**config.mk**
```make
export PLATFORM = sky130hd
export DESIGN_NAME = rv32_lsu_stage
export DESIGN_NICKNAME = d
export VERILOG_FILES = /design/src/rtl/rv32_lsu_stage.sv
export SDC_FILE = /design/constraint.sdc
export NUM_CORES = 1
export LEC_CHECK = 0
export CAP_MARGIN = 20
export CORE_MARGIN = 5
export CORE_UTILIZATION = 25
export DETAILED_ROUTE_END_ITERATION = 10
export PLACE_DENSITY = 0.51
export SYNTH_ARGS = -nofsm -noshare
export SYNTH_HDL_FRONTEND = slang
export SYNTH_SLANG_ARGS = --single-unit
```
**constraint.sdc**
```tcl
create_clock -name clk -period 6.1 [get_ports clk]
set_input_delay 1.525 -clock clk [delete_from_list [all_inputs] [get_ports clk]]
set_output_delay 1.525 -clock clk [all_outputs]
set_load 0.05 [all_outputs]
```
**src/rtl/rv32_lsu_stage.sv**
```systemverilog
// RV32 load/store stage: a circular store buffer drains to the data bus ahead of loads.
// Optional feature macro: RV32_LSU_MISALIGN_TRAP_EN (trap misaligned accesses instead of masking the address).
package rv32_lsu_pkg;
    typedef enum logic [3:0] {
        MEM_NOP, MEM_LB, MEM_LH, MEM_LW, MEM_LBU, MEM_LHU, MEM_SB, MEM_SH, MEM_SW
    } mem_op_t;

    // Only the interrupt-enable bit of mstatus reaches this stage.
    typedef struct packed {
        logic mie;
    } mstatus_t;

    typedef struct packed {
        logic    is_bubble;
        logic    is_mret;
        logic    csr_wb;
        logic    reg_wb;
        mem_op_t mem_op;
    } control_t;

    typedef struct packed {
        logic [31:0]      instr;
        logic [31:0]      pc;
        control_t         control;
        logic [1:0][31:0] data_result;
    } exec_mem_buffer_t;

    typedef exec_mem_buffer_t mem_wb_buffer_t;

    typedef struct packed {
        logic [31:0] from;
        logic        is_mret;
        logic        do_interrupt;
    } interrupt_request_t;

    typedef struct packed {
        logic [31:0] addr;
        mem_op_t     op;
        logic [31:0] data;
    } memory_request_t;

    typedef struct packed {
        logic [11:0] id;
        logic [31:0] value;
        logic        write;
    } csr_write_request_t;

    localparam logic [31:0] RV_NOP = 32'h0000_0013;
    localparam control_t BUBBLE_CONTROL = '{is_bubble: 1'b1, is_mret: 1'b0, csr_wb: 1'b0,
                                            reg_wb: 1'b0, mem_op: MEM_NOP};
endpackage

module rv32_lsu_stage
    import rv32_lsu_pkg::*;
#(
    parameter int SB_DEPTH = 4,
    parameter int SB_CNT_W = $clog2(SB_DEPTH) + 1
) (
    input  logic                    clk,
    input  logic                    resetn,
    input  mstatus_t                mstatus,
    input  logic                    mtip,
    input  exec_mem_buffer_t        exec_mem_buff,
    output mem_wb_buffer_t          mem_wb_buff,
    output logic                    stall,
    output interrupt_request_t      interrupt_request,
    output memory_request_t         data_request,
    input  logic                    request_done,
    output csr_write_request_t      csr_write_request,
    output logic                    instr_retired,
    output logic [SB_CNT_W-1:0]     sb_count
`ifdef RV32_LSU_MISALIGN_TRAP_EN
    ,
    output logic                    misalign_fault
`endif
);
    localparam int PTR_W = $clog2(SB_DEPTH);

    memory_request_t  sb_mem [SB_DEPTH];
    logic [PTR_W-1:0] rd_ptr, wr_ptr;

    mem_op_t     op;
    logic [31:0] addr_raw, bus_addr;
    logic        is_store, is_load, is_half, is_word, misaligned;
    logic        do_int, go, sb_empty, sb_full, pop, enq, load_issue;

    assign op       = exec_mem_buff.control.mem_op;
    assign addr_raw = exec_mem_buff.data_result[1];
    assign is_store = ~exec_mem_buff.control.is_bubble && (op inside {MEM_SB, MEM_SH, MEM_SW});
    assign is_load  = ~exec_mem_buff.control.is_bubble && (op != MEM_NOP) && !is_store;
    assign is_half  = op inside {MEM_LH, MEM_LHU, MEM_SH};
    assign is_word  = op inside {MEM_LW, MEM_SW};

`ifdef RV32_LSU_MISALIGN_TRAP_EN
    assign misaligned     = (is_store | is_load) &
                            ((is_half & addr_raw[0]) | (is_word & (|addr_raw[1:0])));
    assign bus_addr       = addr_raw;
    assign misalign_fault = resetn & misaligned;
`else
    assign misaligned = 1'b0;
    assign bus_addr   = {addr_raw[31:2], addr_raw[1] & ~is_word, addr_raw[0] & ~(is_half | is_word)};
`endif

    assign do_int     = (mtip & mstatus.mie) | exec_mem_buff.control.is_mret;
    assign go         = ~do_int & ~misaligned;
    assign sb_empty   = (sb_count == '0);
    assign sb_full    = (sb_count == SB_CNT_W'(SB_DEPTH));
    assign pop        = ~sb_empty & request_done;
    assign enq        = is_store & go & (~sb_full | pop);
    assign load_issue = is_load & go & sb_empty;
    // Loads wait behind buffered stores, then hold the pipe until the bus answers.
    assign stall      = (is_store & go & sb_full & ~pop) |
                        (is_load & go & (~sb_empty | ~request_done));

    always_comb begin
        data_request = '{addr: '0, op: MEM_NOP, data: '0};
        if (resetn) begin
            if (!sb_empty)
                data_request = sb_mem[rd_ptr];
            else if (load_issue)
                data_request = '{addr: bus_addr, op: op, data: '0};
        end
    end

    assign interrupt_request = '{from: exec_mem_buff.pc,
                                 is_mret: exec_mem_buff.control.is_mret,
                                 do_interrupt: do_int};
    assign csr_write_request = '{id: exec_mem_buff.instr[31:20],
                                 value: exec_mem_buff.data_result[1],
                                 write: exec_mem_buff.control.csr_wb & ~do_int & ~stall & ~misaligned};
    assign instr_retired = ~(exec_mem_buff.control.is_bubble | stall | do_int | misaligned);

    always_ff @(posedge clk) begin
        if (enq)
            sb_mem[wr_ptr] <= '{addr: bus_addr, op: op, data: exec_mem_buff.data_result[0]};
    end

    always_ff @(posedge clk) begin
        if (!resetn) begin
            rd_ptr              <= '0;
            wr_ptr              <= '0;
            sb_count            <= '0;
            mem_wb_buff.instr   <= RV_NOP;
            mem_wb_buff.pc      <= '0;
            mem_wb_buff.control <= BUBBLE_CONTROL;
            mem_wb_buff.data_result <= '0;
        end else begin
            if (enq)
                wr_ptr <= (wr_ptr == PTR_W'(SB_DEPTH - 1)) ? '0 : wr_ptr + PTR_W'(1);
            if (pop)
                rd_ptr <= (rd_ptr == PTR_W'(SB_DEPTH - 1)) ? '0 : rd_ptr + PTR_W'(1);
            case ({enq, pop})
                2'b10:   sb_count <= sb_count + SB_CNT_W'(1);
                2'b01:   sb_count <= sb_count - SB_CNT_W'(1);
                default: sb_count <= sb_count;
            endcase

            if (do_int || misaligned) begin
                mem_wb_buff         <= exec_mem_buff;
                mem_wb_buff.control <= BUBBLE_CONTROL;
            end else if (stall) begin
                // Keep the other fields so the bypass network still sees them.
                mem_wb_buff.control.is_bubble <= 1'b1;
            end else begin
                mem_wb_buff <= exec_mem_buff;
            end
        end
    end
endmodule

```
==> results by group <==
Synthesis
  – Synth Flop Type: edfxtp_1
  – Sequential area share after synthesis: 64.25%
  – Post-Syn Area: 0.01723 mm²
  – Post-Syn Area per Cell: 14.16 µm²
  – Syn Nets: 1,365
  – Cell variety after synth: 42
  – Post-synth EDFFs: 272
  – Post-synthesis register bit count: 417
  – Async SR Flop Fraction: 0%
  – Cells after Synth: 1,217
  – Synth Warn #: 0

CTS
  – Cts repair resizes: 0
  – Worst skew pair latency: 590 ps
  – CTS clk-pin slew, worst paths: 60 ps
  – Total CTS buffers: 47
  – Post-cts hold buffer count: 0
  – CTS tree: yes
  – TritonCTS Sinks: 417
  – Clock tree buffer depth: 3
  – CTS H-tree depth: 2
  – CTS root buffer: clkbuf_16
  – Post-CTS Setup Bufs: 0

STA
  – Slew margin rel.: 33.63%
  – Ratio of final minimum period to clock period: 88.80%
  – Setup TNS: 0 ps
  – Unrepaired setup endpoints after global routing: no
  – Slew Viols, Final: 0
  – Max Clock Skew: 31.91 ps
  – Fmax: 184.6 MHz
  – Final hold violations: 0
  – Final setup fails: 0
  – Worst Tran Pin Value: 995.6 ps
  – Fin crit period: 5417 ps

Critical path
  – Maximum fanout along the worst path: 33
  – Worst EP required: 4580 ps
  – Startpoint class of the critical path: input pin
  – CP Buf/Inv Count: 3
  – Worst Setup End Kind: primary output
  – Arrival time at the worst endpoint: 3890 ps
  – Critical Path Slowest Stage Cell: clkdlybuf4s50_1
  – Critical Path, Cell by Cell: clkdlybuf4s50_1, a211o_1, nor4_4, buf_12, a22oi_1, nor2b_1, buf_12
  – CP Class: input pin to primary output
  – CP most frequent cell: buf_12
  – CP delay by family, top: buffers and inverters
  – CP max stage delay: 500 ps

Run
  – Maxcap violations: 0

Power
  – Pwr/cell area: 289.6 mW/mm²
  – Comb power frac: 15.0%
  – Part of the power in registers: 45.5%
  – Sw Share: 26.71%
  – Int Power: 5.020 mW
  – Pleak: 7.871 nW
  – NetSw: 1.830 mW
  – Max IR drop VDD: 0.0001977 V
  – Clk pwr share: 39.5%

Route
  – Antenna Nets Post-Route: 0
  – WL/cell: 19.43 µm
  – Pre-antenna DRT Iters: 5
  – Vias/cell: 4.347
  – Overall routed net length: 48.08 mm
  – Drt drc: 0
  – Vias after detailed routing: 10,750
  – DRT iter0 DRCs: 522

GRT
  – GRT Total Usage: 12.47%
  – Initial antenna violation count: 2
  – Largest net degree at the start of global routing: 129
  – First-pass GRT wire length: 72.06 mm
  – Grt total ovfl: 0
  – Grt met2 use: 21.33%
  – Met1 usage: 15.53%
  – GRT busiest layer: met2
  – Vias in the first global route: 11,150
  – Met3 usage: 3.933%

Die
  – Core region area: 0.06847 mm²
  – Die area: 0.07427 mm²
  – Die span in x: 272.5 µm
  – Initial Util: 25.17%
  – Die Y: 272.5 µm
  – Io pins: 429
  – Row count: 96

Finish
  – Fin nets: 1,701
  – Final Cell Area: 0.02365 mm²
  – Commonest non-fill, non-tap cell in the layout: clkdlybuf4s50_1
  – Share of post-route cells with drive strength above 1: 12.75%
  – Area grow syn2layout: 37.25%
  – Most frequent cells in the layout: clkdlybuf4s50_1, edfxtp_1, nand2_1
  – Diodes inserted: 0

Min path
  – Hold/Removal Path Class: flip-flop to flip-flop

Placement
  – Routability cong.: 0.7550
  – Post-DP HPWL: 31.41 mm
  – IO Port Bufs: 428
  – Dpl cell area: 0.02215 mm²

Run status
  – Status: finished clean
==> power groups by stage <==
stage               Sequential (mW)  Combinational [mW]  Clock [mW]
finish                         3.11                1.03        2.71
global route                   3.12                1.09        2.93
CTS                            3.12                1.05        2.82
detailed placement             3.17                1.04           0
global placement               3.17                1.04           0
floorplan                      3.36               0.447           0
==> cell type report <==
cell class	count	area, µm²
Tap cell	882	1104
Clock inverter	16	167.7
Fill cell	6679	44820
Timing Repair Buffer	446	4877
Sequential cell	417	11080
Inverter	8	30.03
Clock buffer	72	1331
Multi-Input combinational cell	633	5061
==> tightest hold or removal path, cell delays in order, from the launching register on <==
cell     delay (ps)
dfxtp_1         300
nand2_1          50
mux2i_1          50
==> routing by layer <==
layer / up-vias / part of all wire [%]
li1: 5025 / -
met1: 5359 / 42
met2: 305 / 50
met5: - / 0.017
met4: 2 / 1.9
met3: 63 / 6.8
==> per-stage QoR <==
stage | setup WS (ps) | utilization (%) | instances | hold WS, ps | power, mW
after detailed placement | 664.4 | 32.35 | 2386 | 450.9 | 4.216
final | 683.3 | 34.54 | 2474 | 456.3 | 6.849
after global placement | 757.6 | 32.35 | 2386 | 443.8 | 4.207
after CTS | 659.4 | 34.54 | 2474 | 459.5 | 6.978
after global routing | 561.6 | 34.54 | 2474 | 480.0 | 7.141
after floorplan | 1155 | - | 1217 | 466.7 | 3.807
==> final timing paths <==
path | start | endpoint | slack (ps) | depth (start not counted)
worst min register to register | mem_wb_buff[93] | mem_wb_buff[93] | 460 | 2
worst max-delay path | exec_mem_buff[71] | data_request[34] | 680 | 7
worst min-delay path | mem_wb_buff[93] | mem_wb_buff[93] | 460 | 2
worst max register to register | sb_count[0] | mem_wb_buff[126] | 2730 | 6
==> flip-flops by register name, indices dropped and copies added (netlist names), named ones only <==
name and cells:
sb_count 3, wr_ptr 2, rd_ptr 2, sb_mem 272, mem_wb_buff 136
==> logic make-up (layout without fill, tap and decap cells) <==
kind of cell	Yosys count	in the layout	synth area share (%)
compound gates	63	63	2.651
xor+xnor	2	2	0.1017
fa+ha+maj	7	7	0.5519
buf+inv	167	542	6.514
flops	417	417	64.25
mux	197	197	16.38
simple gates	364	364	9.549
==> Yosys cell counts (2+ instances only) <==
| master | count | area [µm²] |
|---|---|---|
| dfxtp_1 | 145 | 2903 |
| or3_1 | 3 | 18.77 |
| buf_12 | 10 | 200.2 |
| ha_1 | 6 | 75.07 |
| a21boi_0 | 3 | 22.52 |
| a21oi_1 | 6 | 30.03 |
| a211o_1 | 2 | 17.52 |
| inv_1 | 8 | 30.03 |
| buf_4 | 84 | 630.6 |
| edfxtp_1 | 272 | 8168 |
| a22oi_1 | 36 | 270.3 |
| clkbuf_1 | 51 | 191.4 |
| mux2i_1 | 129 | 1291 |
| mux4_2 | 68 | 1531 |
| buf_1 | 5 | 18.77 |
| nor2b_1 | 38 | 237.7 |
| nor2_1 | 3 | 11.26 |
| buf_2 | 8 | 40.04 |
| nor3_1 | 2 | 10.01 |
| and3_1 | 33 | 206.5 |
| o21ai_0 | 10 | 50.05 |
| and2_1 | 6 | 37.54 |
| nand2_1 | 258 | 968.4 |
| nand3_1 | 13 | 65.06 |
No activity file was read; power rests on OpenSTA's default activity.
